## src/rtl/regfile_wr_arbiter.sv

```systemverilog
// Round-robin arbiter sharing the register-file write port between ALU (req0) and load (req1) writeback.
// One-cycle registered latency to we3/a3/wd3; stall or reset withholds both readys, and requesters hold until ready.
module regfile_wr_arbiter #(
  parameter int DATA_W = 32,
  parameter int ADDR_W = 5
) (
  input  logic              clk,
  input  logic              rst,
  input  logic              stall,
  input  logic              req0_valid,
  input  logic [ADDR_W-1:0] req0_addr,
  input  logic [DATA_W-1:0] req0_data,
  output logic              req0_ready,
  input  logic              req1_valid,
  input  logic [ADDR_W-1:0] req1_addr,
  input  logic [DATA_W-1:0] req1_data,
  output logic              req1_ready,
  output logic              we3,
  output logic [ADDR_W-1:0] a3,
  output logic [DATA_W-1:0] wd3,
  input  logic [ADDR_W-1:0] chk_addr,
  output logic              chk_hit
);

  logic              last_grant;
  logic              grant0;
  logic              grant1;
  logic [ADDR_W-1:0] win_addr;
  logic [DATA_W-1:0] win_data;

  // Under contention the requester that did not win last time is served.
  always_comb begin
    grant0 = 1'b0;
    grant1 = 1'b0;
    if (!rst && !stall) begin
      if (req0_valid && req1_valid) begin
        grant0 = last_grant;
        grant1 = !last_grant;
      end else begin
        grant0 = req0_valid;
        grant1 = req1_valid;
      end
    end
  end

  assign req0_ready = grant0;
  assign req1_ready = grant1;
  assign win_addr   = grant1 ? req1_addr : req0_addr;
  assign win_data   = grant1 ? req1_data : req0_data;

  // Writes to x0 are consumed but never enabled onto the port.
  always_ff @(posedge clk) begin
    if (rst) begin
      we3        <= 1'b0;
      a3         <= '0;
      wd3        <= '0;
      last_grant <= 1'b1;
    end else if (grant0 || grant1) begin
      we3        <= (win_addr != '0);
      a3         <= win_addr;
      wd3        <= win_data;
      last_grant <= grant1;
    end else begin
      we3        <= 1'b0;
    end
  end

  assign chk_hit = (chk_addr != '0) &&
                   ((req0_valid && (req0_addr == chk_addr)) ||
                    (req1_valid && (req1_addr == chk_addr)) ||
                    (we3 && (a3 == chk_addr)));

endmodule

```

## config.mk

```make
export PLATFORM = sky130hd
export DESIGN_NAME = regfile_wr_arbiter
export DESIGN_NICKNAME = d
export VERILOG_FILES = /design/src/rtl/regfile_wr_arbiter.sv
export SDC_FILE = /design/constraint.sdc
export NUM_CORES = 1
export LEC_CHECK = 0
export CAP_MARGIN = 20
export CORE_MARGIN = 10
export CORE_UTILIZATION = 38
export DETAILED_ROUTE_END_ITERATION = 16
export PLACE_DENSITY = 0.8
export SLEW_MARGIN = 25
export SYNTH_ARGS = -nofsm -noshare
export SYNTH_HDL_FRONTEND = slang
export SYNTH_SLANG_ARGS = --single-unit
export TNS_END_PERCENT = 20
```

## constraint.sdc

```tcl
create_clock -name clk -period 1.7 [get_ports clk]
set_clock_uncertainty 0.1 [all_clocks]
set_input_delay 0.425 -clock clk [delete_from_list [all_inputs] [get_ports clk]]
set_output_delay 0.425 -clock clk [all_outputs]
set_load 0.05 [all_outputs]
```

==> summary.md <==
| Metric | Value |
|---|---|
| Max Buffers Root-to-Sink | 2 |
| Drt initial violations | 104 |
| Register cell area after layout | between 700 and 800 um^2 |
| DP Cell Count | ~460 |
| Count of pins on the block boundary | roughly 130 |
| Via total after detailed routing | ~2300 |
| Floorplan die area | 9157 um^2 |
| Number of diodes | 0 |
| Floorplan die height | 95.69 um |
| Total power divided by cell area | 668.5 nW/um^2 |
| Period utilisation layout | 127.0% |
| Inserted Clock Buffers | 5 |
| Antenna violation net count after detailed routing | 0 |
| # hold bufs at CTS | 0 |
| Fill cell total of the finished layout | 379 |
| Largest voltage drop on the vdd net | between 300 and 400 uV |
| Global-route congestion overflow total | 0 |
| Most frequent cell after synthesis | sky130_fd_sc_hd__nand2_1 |
| Max-slew headroom | ~60% |
| Number of distinct standard cells referenced by the synthesized netlist | 26 |
| Number of I/O port buffers | approximately 120 |
| Final period demand of the worst path | between 2 and 2.5 ns |
| Area after detailed placement | between 4000 and 5000 um^2 |
| Worst setup slack after layout | -0.4595 ns |
| CP Max Fanout | 4 |
| Top FF cell, synth | sky130_fd_sc_hd__dfxtp_1 |
| Violated checks | setup timing |
| Total number of nets in the final design | approximately 480 |
| Placeable core area | ~5500 um^2 |
| Worst-Skew Late Latency | 0.29 ns |
| Die Span X | 95.69 um |
| Pin count of the biggest net entering global routing | 39 |
| Reported max-cap violation count | 0 |
| Finished layout cell area | 4219 um^2 |
| Outcome | finished, violations left |
| Post-detailed-placement half-perimeter wirelength | just over 6 mm |
| Worst setup SP type | input pin |
| Non-Filler Instances | ~470 |
| Max Clk Rate | ~0.46 GHz |
| Library cell with the largest summed area after synthesis | sky130_fd_sc_hd__dfxtp_1 |
| Starting Density | between 30% and 40% |
| Wire length of the first global-routing pass | approximately 12 mm |
| Mean instance size in the synthesized netlist | between 8 and 9 um^2 |
| Global Route Usage Sum | 16.50% |
| Setup repair after global routing missed its margin | true |
| Final Max Tran Viols | 0 |
| Class of the most critical hold timing path | register to register |
| Required time worst endpoint | ~1.2 ns |
| Number of enable-type register cells in the synthesized netlist | 0 |
| Worst-path clk slew | about 0.07 ns |
| Number of rows created at floorplan | 27 |
| Type of destination of the critical path | primary output |
| Syn Inst Count | about 250 |
| Type of the worst setup path | input pin to primary output |
| Number of warnings issued by yosys | 0 |
| Share of layout cells above drive strength 1 | between 30% and 40% |
| Data arrival time of the worst path | between 1.5 and 2 ns |
| Number of clock sinks | 39 |
| Cell types with the highest counts after synthesis | sky130_fd_sc_hd__nand2_1 (75), sky130_fd_sc_hd__nor2_1 (40), sky130_fd_sc_hd__dfxtp_1 (39) |
| Share of the synthesized area in the top cell type | between 30% and 40% |
| Post-synth net total | 330 |
| Area added between synthesis and finish | 93.79% |
| Total routed wirelength | slightly below 8 mm |
| Via density per instance | 4.996 |
| GPL Wtd Cong | around 0.87 |
| Vias in the first global route | 2385 |
| Area of the multi-input gates | 1265 um^2 |
| Reported leakage power | 1.644 nW |
| Cell types with the largest area share after synthesis | sky130_fd_sc_hd__dfxtp_1 (36%), sky130_fd_sc_hd__a311oi_2 (21%), sky130_fd_sc_hd__nand2_1 (13%) |
| Fraction of the yosys area taken by sequential cells | 35.86% |
| Async SR Flop Fraction | 0% |
| Combined area of all synthesized cells | approximately 2200 um^2 |
| Post-DR wirelength/cell | around 17 um |
| Max H-tree Level | 2 |
| Root buffer cell | sky130_fd_sc_hd__clkbuf_8 |
| Total of flip-flops plus latches after synthesis | 39 |
| Clock tree from TritonCTS | done |
| Number of setup violations in the final report | 1 |
| Total DRC errors in the routed layout | 0 |
| Slew @ Worst Pin | 0.6080 ns |
| Number of antenna violations at the first check in global routing | 0 |
| Length of the first detailed-routing pass in iterations | 4 |
| Number of failing hold endpoints at the final stage | 0 |
-- where the power goes --
group          internal [mW]  switching, mW
combinational          0.548          0.488
sequential             0.974         0.0598
clock                  0.430          0.322
total                   1.95          0.869
-- layout make-up --
class                           count  area share (%)
Clock inverter                      3          0.9193
Timing Repair Buffer              159           46.35
Tap cell                           72           2.135
Multi-Input combinational cell    186           29.98
Clock buffer                        5           1.631
Sequential cell                    39           18.77
Inverter                            1          0.2076
-- cell families (layout without fill, tap and decap cells) --
group	Yosys count	count (layout)	share of synthesized area, %
buffers and inverters	21	168	8.160
flip-flops	39	39	35.86
XOR/XNOR	15	15	6.035
AND/OR/NAND/NOR	129	129	24.20
AO/OA/AOI/OAI	42	42	25.75
-- cell usage in the layout, fill, tap and decap left out, types with 3 or more instances in the layout --
cell type / synthesis / final
sky130_fd_sc_hd__a311oi_1: 7 / 7
sky130_fd_sc_hd__a311oi_2: 30 / 30
sky130_fd_sc_hd__buf_12: 0 / 45
sky130_fd_sc_hd__buf_4: 3 / 30
sky130_fd_sc_hd__clkbuf_8: 0 / 5
sky130_fd_sc_hd__clkdlybuf4s15_2: 0 / 5
sky130_fd_sc_hd__clkdlybuf4s50_1: 0 / 65
sky130_fd_sc_hd__dfxtp_1: 39 / 34
sky130_fd_sc_hd__dfxtp_2: 0 / 3
sky130_fd_sc_hd__dlygate4sd2_1: 0 / 6
sky130_fd_sc_hd__nand2_1: 75 / 74
sky130_fd_sc_hd__nor2_1: 40 / 40
sky130_fd_sc_hd__xnor2_1: 3 / 3
sky130_fd_sc_hd__xor2_1: 12 / 12
-- worst max-delay path: stages --
cell and delay, ns:
sky130_fd_sc_hd__dlygate4sd2_1 0.29, sky130_fd_sc_hd__xor2_1 0.17, sky130_fd_sc_hd__nor4_1 0.24, sky130_fd_sc_hd__a32oi_2 0.19, sky130_fd_sc_hd__a21oi_4 0.18, sky130_fd_sc_hd__buf_12 0.15
-- registers in the layout, indices dropped and copies added (netlist names) --
name and cells:
a3 5, wd3 32, we3 1, last_grant 1
-- through the flow --
stage | setup slack [ns] | hold slack [ns] | util (%) | TNS, ns | power (mW)
global placement | -0.7357 | 0.4118 | 73.42 | -13.47 | 2.072
floorplan | -0.1978 | 0.3942 | - | -0.1978 | 1.503
global route | -0.5205 | 0.4464 | 76.15 | -0.5205 | 2.939
finish | -0.4595 | 0.4215 | 76.15 | -0.4595 | 2.821
detailed placement | -0.7523 | 0.4235 | 73.42 | -13.44 | 2.093
CTS | -0.4624 | 0.4379 | 76.02 | -0.4624 | 2.854
-- routing by layer --
| metal | global-route usage, % | up-vias | share of wire (%) |
|---|---|---|---|
| met5 | 0 | - | 0 |
| met4 | 5.528 | 0 | 2.0 |
| met3 | 6.070 | 11 | 8.5 |
| met2 | 28.50 | 82 | 50 |
| met1 | 18.35 | 1080 | 39 |
| li1 | - | 1150 | - |
-- repair_timing --
action / 4_1_cts / 5_1_grt
endpoints found under the setup margin: 36 / 3
resized for setup: 43 / 5
buffers inserted: 1 / 0
pin swaps: 7 / 4
-- final timing paths --
check,from,slack (ns),cells after the start,endpoint
min reg2reg,last_grant,0.42,1,last_grant
min,last_grant,0.42,1,last_grant
max reg2reg,last_grant,0.35,6,wd3[2]
max,chk_addr[2],-0.46,6,chk_hit
Power figures use the tool's default switching activity.
